**src/rtl/apb_downsizer_arbiter.sv**
```systemverilog
// Two-requester round-robin APB arbiter feeding the 32-bit upstream port of apb_downsizer.
// Optional ACCESS timeout with PSLVERR reporting is enabled by defining APB_ARB_TIMEOUT_EN.
module apb_downsizer_arbiter #(
    parameter int ADDR_W  = 8,
    parameter int DATA_W  = 32,
    parameter int TIMEOUT = 16
) (
    input  logic              pclk,
    input  logic              presetn,
    input  logic              psel0,
    input  logic              psel1,
    input  logic              penable0,
    input  logic              penable1,
    input  logic              pwrite0,
    input  logic              pwrite1,
    input  logic [ADDR_W-1:0] paddr0,
    input  logic [ADDR_W-1:0] paddr1,
    input  logic [DATA_W-1:0] pwdata0,
    input  logic [DATA_W-1:0] pwdata1,
    output logic [DATA_W-1:0] prdata0,
    output logic [DATA_W-1:0] prdata1,
    output logic              pready0,
    output logic              pready1,
`ifdef APB_ARB_TIMEOUT_EN
    output logic              pslverr0,
    output logic              pslverr1,
`endif
    output logic              pselo,
    output logic              penableo,
    output logic              pwriteo,
    output logic [ADDR_W-1:0] paddro,
    output logic [DATA_W-1:0] pwdatao,
    input  logic [DATA_W-1:0] prdatai,
    input  logic              preadyi
);

    typedef enum logic [1:0] {
        ST_IDLE   = 2'd0,
        ST_SETUP  = 2'd1,
        ST_ACCESS = 2'd2,
        ST_DONE   = 2'd3
    } state_t;

    state_t state_r;
    logic   grant_r;
    logic   last_grant_r;
    logic   win_s;
    logic   unused_s;

`ifdef APB_ARB_TIMEOUT_EN
    localparam int CNT_W = (TIMEOUT > 2) ? $clog2(TIMEOUT) : 1;
    localparam logic [CNT_W-1:0] CNT_LAST = CNT_W'(TIMEOUT - 1);
    logic [CNT_W-1:0] cnt_r;
`endif

    // Requester enables carry no information the arbiter needs; PSEL alone starts a request.
    assign unused_s = &{1'b0, penable0, penable1, TIMEOUT[0]};

    // Round-robin pick: on a tie the requester that was not served last wins.
    always_comb begin
        win_s = 1'b0;
        if (psel0 && psel1) begin
            win_s = ~last_grant_r;
        end else if (psel1) begin
            win_s = 1'b1;
        end else begin
            win_s = 1'b0;
        end
    end

    // Arbitration FSM with all downstream and requester outputs registered.
    always_ff @(posedge pclk or negedge presetn) begin
        if (!presetn) begin
            state_r      <= ST_IDLE;
            grant_r      <= 1'b0;
            last_grant_r <= 1'b1;
            pselo        <= 1'b0;
            penableo     <= 1'b0;
            pwriteo      <= 1'b0;
            paddro       <= {ADDR_W{1'b0}};
            pwdatao      <= {DATA_W{1'b0}};
            pready0      <= 1'b0;
            pready1      <= 1'b0;
            prdata0      <= {DATA_W{1'b0}};
            prdata1      <= {DATA_W{1'b0}};
`ifdef APB_ARB_TIMEOUT_EN
            pslverr0     <= 1'b0;
            pslverr1     <= 1'b0;
            cnt_r        <= {CNT_W{1'b0}};
`endif
        end else begin
            case (state_r)
                ST_IDLE: begin
                    if (psel0 || psel1) begin
                        grant_r  <= win_s;
                        pselo    <= 1'b1;
                        penableo <= 1'b0;
                        pwriteo  <= win_s ? pwrite1 : pwrite0;
                        paddro   <= win_s ? paddr1  : paddr0;
                        pwdatao  <= win_s ? pwdata1 : pwdata0;
                        state_r  <= ST_SETUP;
                    end else begin
                        state_r  <= ST_IDLE;
                    end
                end
                ST_SETUP: begin
                    penableo <= 1'b1;
                    state_r  <= ST_ACCESS;
`ifdef APB_ARB_TIMEOUT_EN
                    cnt_r    <= {CNT_W{1'b0}};
`endif
                end
                ST_ACCESS: begin
                    if (preadyi) begin
                        pselo        <= 1'b0;
                        penableo     <= 1'b0;
                        last_grant_r <= grant_r;
                        state_r      <= ST_DONE;
                        if (grant_r) begin
                            pready1 <= 1'b1;
                            prdata1 <= prdatai;
                        end else begin
                            pready0 <= 1'b1;
                            prdata0 <= prdatai;
                        end
                    end
`ifdef APB_ARB_TIMEOUT_EN
                    // Abort after TIMEOUT sampled-low ACCESS cycles; the requester sees an error.
                    else if (cnt_r == CNT_LAST) begin
                        pselo        <= 1'b0;
                        penableo     <= 1'b0;
                        last_grant_r <= grant_r;
                        state_r      <= ST_DONE;
                        if (grant_r) begin
                            pready1  <= 1'b1;
                            pslverr1 <= 1'b1;
                            prdata1  <= {DATA_W{1'b0}};
                        end else begin
                            pready0  <= 1'b1;
                            pslverr0 <= 1'b1;
                            prdata0  <= {DATA_W{1'b0}};
                        end
                    end else begin
                        cnt_r <= cnt_r + CNT_W'(1);
                    end
`endif
                end
                ST_DONE: begin
                    pready0  <= 1'b0;
                    pready1  <= 1'b0;
`ifdef APB_ARB_TIMEOUT_EN
                    pslverr0 <= 1'b0;
                    pslverr1 <= 1'b0;
`endif
                    state_r  <= ST_IDLE;
                end
                default: begin
                    state_r <= ST_IDLE;
                end
            endcase
        end
    end

endmodule

```
**config.mk**
```make
export PLATFORM = sky130hd
export DESIGN_NAME = apb_downsizer_arbiter
export DESIGN_NICKNAME = d
export VERILOG_FILES = /design/src/rtl/apb_downsizer_arbiter.sv
export SDC_FILE = /design/constraint.sdc
export NUM_CORES = 1
export LEC_CHECK = 0
export ABC_CLOCK_PERIOD_IN_PS = 4280
export CORE_ASPECT_RATIO = 1.4
export CORE_MARGIN = 4
export CORE_UTILIZATION = 44
export DETAILED_ROUTE_END_ITERATION = 8
export PLACE_DENSITY_LB_ADDON = 0.05
export SLEW_MARGIN = 5
export SYNTH_ARGS = -nofsm -noshare
export SYNTH_HDL_FRONTEND = slang
export SYNTH_SLANG_ARGS = --single-unit
```
**constraint.sdc**
```tcl
create_clock -name pclk -period 4.28 [get_ports pclk]
set_input_delay 0.856 -clock pclk [delete_from_list [all_inputs] [get_ports pclk]]
set_output_delay 0.856 -clock pclk [all_outputs]
set_load 0.005 [all_outputs]
```
==> flow_metrics.env, run 1 <==
export IMPL_crit_type="in2reg"
export IMPL_clock_tree_buffer_depth=2
export IMPL_numCtsBuffers=17
export IMPL_pin_count=230
export IMPL_yosysWarnings=0
export IMPL_crit_arrival_ps=2740
export IMPL_drc=0
export IMPL_grt_pass1_vias=3869
export IMPL_htree_levels=4
export IMPL_syn_area_mm2=0.00467
export IMPL_tightest_slew_ps=826
export IMPL_rsz0062_at_grt="false"
export IMPL_start_kind="input pin"
export IMPL_die_x_um=95.1
export IMPL_cp_cell_sequence="clkdlybuf4s50_1 -> o21a_2 -> buf_4 -> nor2_1 -> a31oi_1"
export IMPL_track_usage=0.207
export IMPL_cts_sinks=113
export IMPL_die_h_um=130
export IMPL_wirelength_mm=12.6
export IMPL_hp_class="in2async"
export IMPL_clock_latency_ps=400
export IMPL_crit_family="buffers and inverters"
export IMPL_avgSynthCellArea_um2=11.5
export IMPL_power_per_cell_area_mw_per_mm2=737
export IMPL_endpoint_kind="register"
export IMPL_hold_viol_final=0
export IMPL_grt_max_degree=65
export IMPL_portBuffers=227
export IMPL_crit_required_ps=4590
export IMPL_grt_overflow_total=0
export IMPL_drive_above_1_share=0.156
export IMPL_reg2reg_from="state_r[0]"
export IMPL_final_nets=760
export IMPL_clk_pin_slew_ps=60
export IMPL_power_mw=5.62
export IMPL_n_antenna_cell=0
export IMPL_placed_area_mm2=0.00702
export IMPL_cp_slowest_stage_delay_ps=580
export IMPL_setup_violations=0
export IMPL_maxSlewViolCount=0
export IMPL_cts_root_buf="clkbuf_16"
export IMPL_post_cts_setup_buffers=0
export IMPL_fin_area_mm2=0.00762
export IMPL_setup_slack_ps=1860
export IMPL_max_slew_margin_rel=0.448
export IMPL_first_pass_iters=4
export IMPL_vias_per_cell=4.91
export IMPL_coreArea_mm2=0.0104
export IMPL_reg2reg_slack_ps=2090
export IMPL_areaGrowthSynthToFinish_pct=63.1
export IMPL_wl_per_cell_um=16.0
export IMPL_synth_cell_types=25
export IMPL_crit_fanout=64
export IMPL_netlist_instances=406
export IMPL_cp_num_buf_inv=2
export IMPL_cap_violations=0
export IMPL_irDropWorstVdd_mv=0.377
export IMPL_fmax_mhz=412
export IMPL_cp_slowest_cell="clkdlybuf4s50_1"
export IMPL_drt_iter0_markers=70
export IMPL_die_area_mm2=0.0124
export IMPL_start_util=0.449
export IMPL_cts_tree="built"
export IMPL_period_share=0.567
export IMPL_startpoint="psel0"
export IMPL_pre_cts_ws_ps=1530
export IMPL_setup_tns_ps=0
export IMPL_gp_congestion=0.745
export IMPL_dp_hpwl_mm=9.01
export IMPL_ys_seq_elements=113
export IMPL_skew_ps=5.23
export IMPL_grt_pass1_wl_mm=19.3
export IMPL_p_leak_nw=3.24
export IMPL_hold_slack_ps=483
export IMPL_period_needed_ps=2420
export IMPL_cts_resized=0
export IMPL_fp_row_count=44
export IMPL_ant_nets=0
export IMPL_antenna_found_initial=0
export IMPL_hold_buffers=0
export IMPL_final_cell_mix="226 x clkdlybuf4s50_1, 112 x dfrtp_1, 88 x nand2_1"
export IMPL_vias=3849
export IMPL_syn_nets=533
export IMPL_status="finished, final reports clean"
export IMPL_ys_seq_area_frac=0.605
export IMPL_layout_commonest_cell="clkdlybuf4s50_1"
worst reg2reg max path: stages, from the launching register on:
cell and delay [ps]:
dfrtp_1 420, inv_1 110, ha_1 270, and2b_1 220, nand2_2 610, mux2_2 440
flip-flops by register name (all words and copies together) (netlist names):
| signal | flops |
|---|---|
| grant_r | 1 |
| last_grant_r | 1 |
| paddro | 8 |
| penableo | 1 |
| prdata0 | 32 |
| prdata1 | 32 |
| pready0 | 1 |
| pready1 | 1 |
| pselo | 1 |
| pwdatao | 32 |
| pwriteo | 1 |
| state_r | 2 |
cell families after synthesis:
logic type,share of synthesized area
and+or+nand+nor,0.111
adders and majority gates,0.0161
DFF,0.605
buffers and inverters,0.0329
muxes,0.157
AOI/OAI and AO/OA,0.0782
metal layers:
metal,GRT usage,up-vias,wire (um)
met1,0.230,1829,4710
met5,0,-,0
met3,0.0928,15,1250
met4,0.0722,0,214
met2,0.350,162,6390
li1,-,1843,-
power by group:
group | leakage [nW] | internal [mW] | switching, mW
logic | 1.63 | 1.44 | 0.833
registers | 1.32 | 1.62 | 0.281
clock network | 0.292 | 0.972 | 0.469
through the flow:
stage | utilization | instances
CTS | 0.733 | 784
global route | 0.733 | 784
global placement | 0.675 | 752
floorplan | - | 406
detailed placement | 0.675 | 752
finish | 0.733 | 784
worst paths after layout:
check | to | cells past startpoint
max reg2reg | prdata0[21] | 5
max in group asynchronous | paddro[5] | 2
max | paddro[2] | 5
min | prdata1[7] | 1
min reg2reg | prdata0[5] | 1
min in group pclk | prdata0[5] | 1
cell usage after synthesis (all sizes together):
cell    count  area, um^2
o22ai       2        12.5
a21boi      1        11.3
mux2       65         732
ha          6        75.1
a211oi      1        7.51
nand2b      1        6.26
o21a        1        7.51
o21ai       6        30.0
inv         5        18.8
nand3       1        5.00
clkbuf      3        11.3
a21bo       1        10.0
a21oi       3        15.0
and2b       1        7.51
nor2       42         158
nor2b       1        6.26
dfrtp     112        2800
o311ai      1        8.76
nand2      89         337
a31oi      42         263
buf        21         124
dfstp       1        26.3
final cells by class:
class                   instances  area [um^2]
well taps                     138          173
clock buffers                  22          444
repair buffers                232         2310
clock inverters                10          160
flip-flops and latches        113         2830
inverters                       5         18.8
multi-input cells             264         1690
fillers                       762         2780
No activity file was read; power rests on OpenSTA's default activity.
==> run 2: changes to the inputs <==
- ABC_CLOCK_PERIOD_IN_PS: 4280 -> 2200
- CORE_UTILIZATION: 44 -> 37
- clock period: 4.28 -> 2.2 ns (I/O delays scaled with it)
==> run 2 against run 1 <==
Register-to-register slack got worse by 1800 ps. Power increased by 97%. Non-clock buffer count rose by 6. Critical path type is now reg2reg. Critical endpoint is now prdata0[11]. Largest cell class unchanged.
==> flow_metrics.env, run 2 (same netlist as run 1, synthesis figures left out) <==
export IMPL_clock_latency_ps=400
export IMPL_die_h_um=141
export IMPL_clock_tree_buffer_depth=2
export IMPL_fp_row_count=48
export IMPL_start_kind="register"
export IMPL_p_leak_nw=3.32
export IMPL_track_usage=0.177
export IMPL_final_cell_mix="226 x clkdlybuf4s50_1, 112 x dfrtp_1, 88 x nand2_1"
export IMPL_tightest_slew_ps=539
export IMPL_wirelength_mm=12.6
export IMPL_rsz0062_at_grt="false"
export IMPL_hold_buffers=0
export IMPL_htree_levels=4
export IMPL_cap_violations=0
export IMPL_crit_family="flip-flops"
export IMPL_fin_area_mm2=0.00780
export IMPL_cts_root_buf="clkbuf_16"
export IMPL_n_antenna_cell=0
export IMPL_layout_commonest_cell="clkdlybuf4s50_1"
export IMPL_endpoint_kind="register"
export IMPL_irDropWorstVdd_mv=0.545
export IMPL_dp_hpwl_mm=9.29
export IMPL_ant_nets=0
export IMPL_period_share=0.852
export IMPL_vias_per_cell=4.87
export IMPL_first_pass_iters=5
export IMPL_cp_num_buf_inv=2
export IMPL_wl_per_cell_um=15.8
export IMPL_drive_above_1_share=0.169
export IMPL_power_per_cell_area_mw_per_mm2=1420
export IMPL_placed_area_mm2=0.00718
export IMPL_cp_slowest_cell="dfrtp_1"
export IMPL_cts_sinks=113
export IMPL_areaGrowthSynthToFinish_pct=66.8
export IMPL_start_util=0.378
export IMPL_cts_resized=0
export IMPL_hold_viol_final=0
export IMPL_period_needed_ps=1870
export IMPL_cts_tree="built"
export IMPL_cp_slowest_stage_delay_ps=430
export IMPL_crit_fanout=28
export IMPL_fmax_mhz=534
export IMPL_portBuffers=227
export IMPL_max_slew_margin_rel=0.641
export IMPL_post_cts_setup_buffers=0
export IMPL_drt_iter0_markers=78
export IMPL_clk_pin_slew_ps=50
export IMPL_numCtsBuffers=17
export IMPL_setup_violations=0
export IMPL_skew_ps=9.31
export IMPL_crit_required_ps=2480
export IMPL_antenna_found_initial=0
export IMPL_gp_congestion=0.731
export IMPL_grt_pass1_wl_mm=20.0
export IMPL_setup_tns_ps=0
export IMPL_hp_class="in2async"
export IMPL_final_nets=766
export IMPL_die_area_mm2=0.0145
export IMPL_pin_count=230
export IMPL_vias=3903
export IMPL_crit_arrival_ps=2150
export IMPL_die_x_um=103
export IMPL_grt_pass1_vias=4101
export IMPL_maxSlewViolCount=0
export IMPL_status="finished, final reports clean"
export IMPL_hold_slack_ps=24.1
export IMPL_drc=0
export IMPL_largestRegisters="prdata0 (32), prdata1 (32), pwdatao (32)"
export IMPL_grt_overflow_total=0
export IMPL_cp_cell_sequence="inv_1 -> ha_1 -> and2b_1 -> nand2_2 -> buf_12 -> mux2_2"
export IMPL_coreArea_mm2=0.0124
export IMPL_reg2reg_slack_ps=330
export IMPL_crit_type="reg2reg"
export IMPL_grt_max_degree=51
[run 2: cell count changes in the layout (fill, tap and decap cells not counted), sizes merged]
cell      previous run  this run
buf                  6        12
clkbuf              22        21
clkinvlp             1         2
[run 2: power by group]
group / switching (mW) / internal [mW]
Sequential: 0.553 / 3.15
Combinational: 1.61 / 2.90
Clock: 0.914 / 1.94
Total: 3.08 / 7.99
[run 2: layout make-up]
class                      count  area (um^2)
timing repair buffer         238         2440
inverter                       5         18.8
tap                          150          188
fill                        1029         4580
clock buffer                  21          460
clock inverter                11          160
multi-input combinational    264         1700
sequential                   113         2830
[run 2: path summary, 6_finish.rpt]
path / startpoint / to / depth (start not counted)
max in group asynchronous: presetn / prdata1[30] / 2
setup reg to reg: state_r[0] / prdata0[11] / 6
setup / recovery: state_r[0] / prdata0[11] / 6
hold reg to reg: prdata0[5] / prdata0[5] / 1
min in group pclk: prdata0[5] / prdata0[5] / 1
hold / removal: presetn / prdata1[6] / 1
[run 2: per-layer routing]
layer,wire length (um),vias up,track usage
met4,206,0,0.0580
met5,0,-,0
met3,1450,16,0.0886
met2,6290,175,0.299
met1,4690,1855,0.189
li1,-,1857,-
[run 2: stage by stage]
step                instances  worst slack [ps]  utilization  power (mW)
global placement          770               290        0.580        8.20
finish                    802               326        0.630        11.1
floorplan                 406               586            -        5.50
detailed placement        770               247        0.580        8.33
global route              802               231        0.630        11.8
CTS                       802               310        0.630        11.2
